## config.mk

```make
export PLATFORM = sky130hd
export DESIGN_NAME = lfsr_seq_ctrl
export DESIGN_NICKNAME = d
export VERILOG_FILES = /design/src/rtl/lfsr_seq_ctrl.sv
export SDC_FILE = /design/constraint.sdc
export NUM_CORES = 1
export LEC_CHECK = 0
export BUFFER_PORTS_ARGS = -buffer_cell sky130_fd_sc_hd__buf_4
export CAP_MARGIN = 20
export CORE_MARGIN = 2
export CORE_UTILIZATION = 37
export CTS_CLUSTER_SIZE = 20
export DETAILED_ROUTE_END_ITERATION = 16
export GPL_TIMING_DRIVEN = 1
export MAX_ROUTING_LAYER = met4
export SLEW_MARGIN = 20
export SYNTH_ARGS = -nofsm -noshare
export SYNTH_HDL_FRONTEND = slang
export SYNTH_SLANG_ARGS = --single-unit
```

## constraint.sdc

```tcl
create_clock -name clk -period 2.27 [get_ports clk]
set_input_delay 0.227 -clock clk [delete_from_list [all_inputs] [get_ports clk]]
set_output_delay 0.227 -clock clk [all_outputs]
set_load 0.02 [all_outputs]
```

## src/rtl/lfsr_seq_ctrl.sv

```systemverilog
// lfsr_seq_ctrl: command-driven sequencer that loads, advances and samples an external LFSR
// Ports:
//   clk, rst                       clock, synchronous active-high reset
//   cmd_valid/cmd_ready            command handshake, accepted only in IDLE
//   cmd_op, cmd_seed, cmd_steps    0 = LOAD seed, 1 = RUN cmd_steps advances
//   abort                          cancels LOAD/RUN/CAPT
//   lfsr_load, lfsr_seed, lfsr_en  control of the LFSR
//   lfsr_q                         current LFSR value
//   busy, done, result             status, completion pulse, captured value
//   err, aborted                   rejected-LOAD and abort pulses
module lfsr_seq_ctrl #(
  parameter int WIDTH = 8,
  parameter int CNT_W = 16
) (
  input  logic             clk,
  input  logic             rst,
  input  logic             cmd_valid,
  output logic             cmd_ready,
  input  logic             cmd_op,
  input  logic [WIDTH-1:0] cmd_seed,
  input  logic [CNT_W-1:0] cmd_steps,
  input  logic             abort,
  output logic             lfsr_load,
  output logic [WIDTH-1:0] lfsr_seed,
  output logic             lfsr_en,
  input  logic [WIDTH-1:0] lfsr_q,
  output logic             busy,
  output logic             done,
  output logic [WIDTH-1:0] result,
  output logic             err,
  output logic             aborted
);
  typedef enum logic [2:0] {IDLE, LOAD, RUN, CAPT, DONE} state_t;
  state_t state, state_n;
  logic [CNT_W-1:0] cnt, cnt_n;
  logic [WIDTH-1:0] seed_n, result_n;
  logic err_n, aborted_n;
  always_comb begin
    state_n   = state;
    cnt_n     = cnt;
    seed_n    = lfsr_seed;
    result_n  = result;
    err_n     = 1'b0;
    aborted_n = 1'b0;
    if (state == IDLE) begin
      if (cmd_valid && !cmd_op) begin
        state_n = cmd_seed != '0 ? LOAD : IDLE;
        seed_n  = cmd_seed != '0 ? cmd_seed : lfsr_seed;
        err_n   = cmd_seed == '0;
      end else if (cmd_valid) begin
        cnt_n   = cmd_steps;
        state_n = cmd_steps == '0 ? CAPT : RUN;
      end
    end else if (abort && state != DONE) begin
      state_n   = IDLE;
      cnt_n     = '0;
      aborted_n = 1'b1;
    end else begin
      case (state)
        LOAD: state_n = DONE;
        RUN: begin
          // counter holds the remaining enable cycles including the current one
          cnt_n   = cnt - CNT_W'(1);
          state_n = cnt == CNT_W'(1) ? CAPT : RUN;
        end
        CAPT: begin
          result_n = lfsr_q;
          state_n  = DONE;
        end
        default: state_n = IDLE;
      endcase
    end
  end
  always_ff @(posedge clk) begin
    if (rst) begin
      state     <= IDLE;
      cnt       <= '0;
      lfsr_seed <= '0;
      result    <= '0;
      err       <= 1'b0;
      aborted   <= 1'b0;
    end else begin
      state     <= state_n;
      cnt       <= cnt_n;
      lfsr_seed <= seed_n;
      result    <= result_n;
      err       <= err_n;
      aborted   <= aborted_n;
    end
  end
  assign cmd_ready = state == IDLE;
  assign busy      = state != IDLE;
  assign lfsr_load = state == LOAD;
  assign lfsr_en   = state == RUN;
  assign done      = state == DONE;
endmodule

```

==> results of run 1 <==
[synth_stat cells, types with 2 or more instances]
library cell  count  area share (%)
a211oi_1          4             1.6
a21oi_1          16             4.2
a22oi_1           2            0.78
a32oi_1           3             1.4
and2_1            5             1.6
buf_2             4             1.0
buf_6             2             1.2
clkbuf_1          6             1.2
dfxtp_1          37              38
ha_1              2             1.3
inv_1            10             1.9
mux2i_1          15             7.8
nand2_1          10             1.9
nand2b_1          3            0.97
nand3_1           5             1.3
nand4_1           6             1.9
nor2_1           26             5.1
nor3_1            8             2.1
nor3b_1           4             1.6
nor4_1           11             3.6
nor4b_1           3             1.4
o21a_1            2            0.78
o21ai_0           9             2.3
o21ai_1           2            0.52
o31a_1            3             1.4
o32ai_1           6             2.7
or3_1             2            0.65
or4_1             2            0.78
[routing by layer]
layer	wire length, um	part of all wire, %	vias to the layer above
met2	2660	48	72
met3	350	6.4	13
met1	2350	43	949
met5	0	0	-
met4	130	2.4	0
li1	-	-	974
[power groups by stage]
| stage | registers, mW | logic [mW] | clock network (mW) |
|---|---|---|---|
| 2_1_floorplan | 0.750 | 0.293 | 0 |
| 3_3_place_gp | 0.753 | 0.488 | 0 |
| 5_1_grt | 0.748 | 0.532 | 0.554 |
| 4_1_cts | 0.739 | 0.485 | 0.526 |
| 3_5_place_dp | 0.753 | 0.481 | 0 |
| 6_report | 0.741 | 0.492 | 0.509 |
[worst paths after layout]
check,startpoint,to,slack [ns],cells past startpoint
hold / removal,abort,state[2],0.15,2
setup reg to reg,cnt[2],cnt[9],0.42,4
setup / recovery,state[0],cmd_ready,0.27,4
hold reg to reg,lfsr_seed[1],lfsr_seed[1],0.47,2
[registers in the layout, indices dropped and copies added (netlist names)]
register   flops
aborted        1
cnt           16
err            1
lfsr_seed      8
result         8
state          3
[worst reg2reg max path: cells and delay by family, from the launching register on]
kind             cells  cell delay (ns)
AND/OR/NAND/NOR      2             1.11
flip-flops           1             0.37
AO/OA/AOI/OAI        2             0.25
[through the flow]
stage          power [mW]  cell area, sq um  hold slack [ns]  utilization (%)  cells
2_1_floorplan        1.04              1930            0.306                -    226
3_3_place_gp         1.24              2470            0.445             48.6    352
3_5_place_dp         1.23              2470            0.450             48.6    352
4_1_cts              1.75              2570            0.130             50.6    360
5_1_grt              1.83              2570            0.142             50.6    360
6_report             1.74              2570            0.146             50.6    360
[area by class of cell]
cell class | count | area [sq um] | share of cell area, %
Timing Repair Buffer | 68 | 510 | 19.9
Inverter | 11 | 41.3 | 1.61
Sequential cell | 37 | 741 | 28.8
Clock buffer | 7 | 96.3 | 3.75
Multi-Input combinational cell | 166 | 1090 | 42.3
Clock inverter | 1 | 5.00 | 0.195
Tap cell | 70 | 87.6 | 3.41
[kinds of logic after synthesis]
family | Yosys count
AOI/OAI and AO/OA | 58
buffers and inverters | 23
muxes | 15
adders and majority gates | 2
DFF | 37
and+or+nand+nor | 91
==> impl_summary.txt, run 1 <==
----------------------------------------------------
[Route]
  Final routed wire length divided by cell count ... 15.2 um
  Via count ... 2008
  Number of antenna-violating nets in the routed design ... 0
  Detailed-route vias per instance ... 5.58
  Wire length reported by the detailed router ... 5.49 mm
  # DRC ... 0
  TritonRoute pass-1 iters ... 4
  Number of DRC violations after detailed-routing iteration 0 ... 144

[Synthesis]
  Share of cell area taken by muxes after synthesis ... 7.79%
  Number of warnings reported in the yosys synthesis log ... 0
  Compound-Gate Fraction of Synth Area ... 21.0%
  Sequential area share after synthesis ... 38.4%
  Avg Synthesized Cell Area ... 8.53 sq um
  Synthesized cell area ... 1930 sq um
  Xor/xnor cell area share of the yosys netlist ... 0%
  Top FF cell, synth ... dfxtp_1
  Main combinational cell family by area after synthesis ... simple AND/OR/NAND/NOR gates
  Basic-gate share of the synthesized area counting and, or, nand and nor cells ... 26.0%
  Number of flops mapped to enable cells by yosys ... 0
  Total nets after synthesis ... 265
  Post-synthesis instance total ... 226
  Yosys reg bits ... 37
  Async set or reset register ratio after synthesis ... 0%
  Number of unique standard cell types used by synthesis ... 46
  Area share of fa/ha/maj cells after synthesis ... 1.30%

[Floorplanning]
  Die outline height ... 76.2 um
  Initial Util ... 38.0%
  I/O pin total ... 60
  # rows ... 26
  DIE WIDTH ... 76.2 um
  Core box area ... 5070 sq um
  Area of the die ... 5800 sq um

[GRT]
  All-layer global routing usage ... 19.8%
  Global route hottest layer ... met2
  Global-route congestion overflow total ... 0
  Via count of the first global-routing pass ... 1887
  Met2 GRT Util ... 31.3%
  GR met1 Demand/Resource ... 24.1%
  Met3 Usage GRT ... 4.74%
  Initial antenna violation count ... 0
  First-pass GRT wire length ... 9.05 mm
  Largest net degree at the start of global routing ... 37

[Status]
  Run status ... completed

[Pwr]
  Switching power as a share of total power ... 32.0%
  Power spent charging and discharging nets ... 558 uW
  Highest ir drop seen on vdd ... 312 uV
  Power density over the cells ... 678 nW/um^2
  Part of the total power dissipated in combinational logic ... 28.2%
  Flop pwr share ... 42.5%
  Pleak ... 1.03 nW
  Int Power ... 1.18 mW
  Clock share of power ... 29.2%

[Finish]
  Leading cell types in the layout, fill and taps excluded ... buf_4 (68), dfxtp_1 (37), nor2_1 (26)
  Diode count ... 0
  Ratio of cells with drive above 1 in the final layout ... 29.3%
  Commonest non-fill, non-tap cell in the layout ... buf_4
  Final nets ... 328
  Area Overhead vs Synth ... 33.2%
  Count of fill cells added during filler insertion ... 536

[Timing]
  Final clock period utilization by the worst path ... 88.2%
  Unrepaired setup endpoints after global routing ... false
  Worst Tran Pin Value ... 0.634 ns
  Setup TNS ... 0 ns
  Max Clock Skew ... 0.00644 ns
  Final Setup Violations ... 0
  Highest clock frequency the design can meet ... 499 MHz
  Count of pins over their slew limit ... 0
  Hold Fails Final Rpt ... 0
  Worst max-slew margin expressed relative to the limit ... 57.3%
  Minimum clock period ... 2.00 ns
  Worst Slack Setup Final ... 0.268 ns

[Clock tree]
  CTS tree ... built
  CTS sink cnt ... 37
  Number of hold buffers added after cts ... 0
  Setup Fix Bufs, Post-CTS ... 0
  Cts bufs inserted ... 5
  Clock network latency to the later pin of the worst-skew pair ... 0.29 ns
  Count of H-tree levels built during CTS ... 2
  Clock-pin slew of the registers on the worst-case setup and hold paths ... 0.07 ns
  Count of instances resized after the clock tree is built ... 0
  Root Driver ... clkbuf_8
  Clock tree buffer depth ... 2

[Placed design]
  Post-Place Worst Slack ... 0.450 ns
  # port buffers ... 59
  DP Wirelength ... 3.96 mm
  RD Place Congestion ... 0.847

[Worst setup path]
  Cell family with most CP delay ... buffers and inverters
  Critical path peak fanout ... 15
  Type of the setup path with the least slack ... reg2out
  Max stage delay cell, worst path ... or3_4
  Maximum single-stage delay on the critical path ... 0.49 ns
  Startpoint types ... flop
  Critical-path cell list ... or3_4 > inv_2 > buf_4 > buf_4
  Worst path required time ... 2.04 ns
  Critical Path Sink Type ... primary output
  Most used cell, CP ... buf_4
  WP buf/inv ... 3
  Arrival @ worst endpoint ... 1.78 ns

[Hold path]
  Hold Path Class ... in2reg

[Flow run]
  Max_cap viols ... 0

----------------------------------------------------
No activity file was read; power rests on OpenSTA's default activity.
==> inputs of run 2 (changes only) <==
--- a/config.mk
+++ b/config.mk
@@ -5,7 +5,7 @@
 export SDC_FILE = /design/constraint.sdc
 export NUM_CORES = 1
 export LEC_CHECK = 0
-export BUFFER_PORTS_ARGS = -buffer_cell sky130_fd_sc_hd__buf_4
+export BUFFER_PORTS_ARGS = -buffer_cell sky130_fd_sc_hd__buf_2
 export CAP_MARGIN = 20
 export CORE_MARGIN = 2
 export CORE_UTILIZATION = 37
@@ -13,6 +13,7 @@
 export DETAILED_ROUTE_END_ITERATION = 16
 export GPL_TIMING_DRIVEN = 1
 export MAX_ROUTING_LAYER = met4
+export SETUP_SLACK_MARGIN = 0.2
 export SLEW_MARGIN = 20
 export SYNTH_ARGS = -nofsm -noshare
 export SYNTH_HDL_FRONTEND = slang
==> run 2 against run 1 <==
Via count hardly changed. Register-to-register slack hardly changed. Global-route usage is 0.068 points lower. First-iteration DRC count is 21% higher. Maximum frequency is 0.82% higher. Utilization is 3.1 points lower. Power is 4.4% lower. Largest cell class unchanged.
==> impl_summary.txt, run 2 (synthesis gave the netlist of run 1 again) <==
----------------------------------------------------
[Status]
  Run status ... completed

[Timing]
  Setup TNS ... 0 ns
  Final Hold Slack ... 0.172 ns
  Final clock period utilization by the worst path ... 87.5%
  Highest clock frequency the design can meet ... 504 MHz
  Count of pins over their slew limit ... 0
  Worst Tran Pin Value ... 0.653 ns
  Worst max-slew margin expressed relative to the limit ... 56.1%
  Unrepaired setup endpoints after global routing ... false
  Minimum clock period ... 1.99 ns
  Max Clock Skew ... 0.00629 ns
  Final Setup Violations ... 0
  Hold Fails Final Rpt ... 0

[Hold path]
  Depth of the worst hold-timing path ... 3
  Endpoint of the worst hold path ... result[0]
  Hold Path Class ... in2reg
  Hold Startpoint ... lfsr_q[0]

[Worst setup path]
  Critical Path Sink Type ... primary output
  Worst setup slack for register-to-register paths ... 0.42 ns
  Type of the setup path with the least slack ... reg2out
  Arrival @ worst endpoint ... 1.76 ns
  Critical path peak fanout ... 16
  Worst path required time ... 2.04 ns
  Critical R2R Capture ... cnt[14]
  Beginning of the worst register-to-register path ... cnt[7]
  Startpoint types ... flop
  Number of cells traversed by the worst register-to-register path ... 4

[Finish]
  Diode count ... 0
  Ratio of cells with drive above 1 in the final layout ... 29.1%
  Commonest non-fill, non-tap cell in the layout ... buf_2
  Largest registers ... cnt x16, lfsr_seed x8, result x8
  Final nets ... 328
  Utilization of the core after routing ... 47.5%
  Area Overhead vs Synth ... 25.1%
  Max reg flops ... 16
  Register containing the most flip-flops in the final layout ... cnt
  Leading cell types in the layout, fill and taps excluded ... buf_2 (59), dfxtp_1 (37), nor2_1 (26)

[GRT]
  All-layer global routing usage ... 19.7%
  First-pass GRT wire length ... 8.98 mm
  Initial antenna violation count ... 0
  Largest net degree at the start of global routing ... 21
  Via count of the first global-routing pass ... 1845
  Global-route congestion overflow total ... 0

[Floorplanning]
  DIE WIDTH ... 76.2 um
  Initial Util ... 38.0%
  # rows ... 26
  Die outline height ... 76.2 um
  Core box area ... 5070 sq um
  I/O pin total ... 60
  Area of the die ... 5800 sq um

[Flow run]
  Max_cap viols ... 0

[Clock tree]
  Number of hold buffers added after cts ... 0
  CTS sink cnt ... 37
  Clock network latency to the later pin of the worst-skew pair ... 0.29 ns
  CTS tree ... built
  Root Driver ... clkbuf_8
  Clock-pin slew of the registers on the worst-case setup and hold paths ... 0.07 ns
  Count of H-tree levels built during CTS ... 2
  Clock tree buffer depth ... 2
  Cts bufs inserted ... 5
  Count of instances resized after the clock tree is built ... 0
  Setup Fix Bufs, Post-CTS ... 0

[Route]
  Via count ... 2006
  Detailed-route vias per instance ... 5.59
  Final routed wire length divided by cell count ... 14.9 um
  TritonRoute pass-1 iters ... 5
  # DRC ... 0
  Number of DRC violations after detailed-routing iteration 0 ... 174
  Wire length reported by the detailed router ... 5.36 mm
  Number of antenna-violating nets in the routed design ... 0

[Placed design]
  # port buffers ... 59
  RD Place Congestion ... 0.872
  DP Wirelength ... 3.94 mm

[Pwr]
  Highest ir drop seen on vdd ... 380 uV
  Power density over the cells ... 691 nW/um^2
  Pleak ... 0.983 nW

----------------------------------------------------
run 2: cell types whose count changed in the layout (fill, tap and decap cells not counted):
cell,previous run,this run
clkbuf_8,7,6
inv_4,0,1
clkinvlp_4,0,1
inv_2,1,0
buf_2,0,59
clkinv_2,1,0
buf_4,68,9
run 2: critical path: stages, from the launching register on:
cell	delay, ns
dfxtp_1	0.39
or3_4	0.50
inv_4	0.15
buf_4	0.23
buf_2	0.20
run 2: layout make-up:
cell class / instances / area [sq um]
inverters: 11 / 43.8
multi-input cells: 166 / 1090
flip-flops and latches: 37 / 741
well taps: 70 / 87.6
clock inverters: 1 / 7.51
repair buffers: 68 / 363
clock buffers: 6 / 82.6
fillers: 524 / 2660
run 2: per-layer routing:
layer  share of wire, %  GRT usage, %
met4                1.2          7.82
met5                  0             -
met2                 46          30.1
met3                6.5          4.15
met1                 46          25.7
run 2: through the flow:
stage               cell area (sq um)  power [mW]  std cells  worst slack (ns)
finish                           2410        1.67        359             0.284
floorplan                        1930        1.04        226             0.525
detailed placement               2320        1.20        352             0.459
global placement                 2320        1.21        352             0.476
global route                     2410        1.77        359             0.206
CTS                              2410        1.68        359             0.229
run 2: worst max path at each step:
stage	startpoint	cells after the start	slack (ns)	end
5_1_grt	state[0]	4	0.21	cmd_ready
4_1_cts	state[0]	4	0.23	cmd_ready
3_5_place_dp	cnt[2]	4	0.46	cnt[9]
3_3_place_gp	cnt[7]	4	0.48	cnt[14]
2_1_floorplan	state[0]	6	0.52	lfsr_seed[0]
6_report	state[0]	4	0.28	cmd_ready
run 2: power breakdown:
part	internal, mW	switching, mW	total, mW
Sequential	0.692	0.0477	0.740
Clock	0.240	0.229	0.469
Combinational	0.189	0.269	0.458
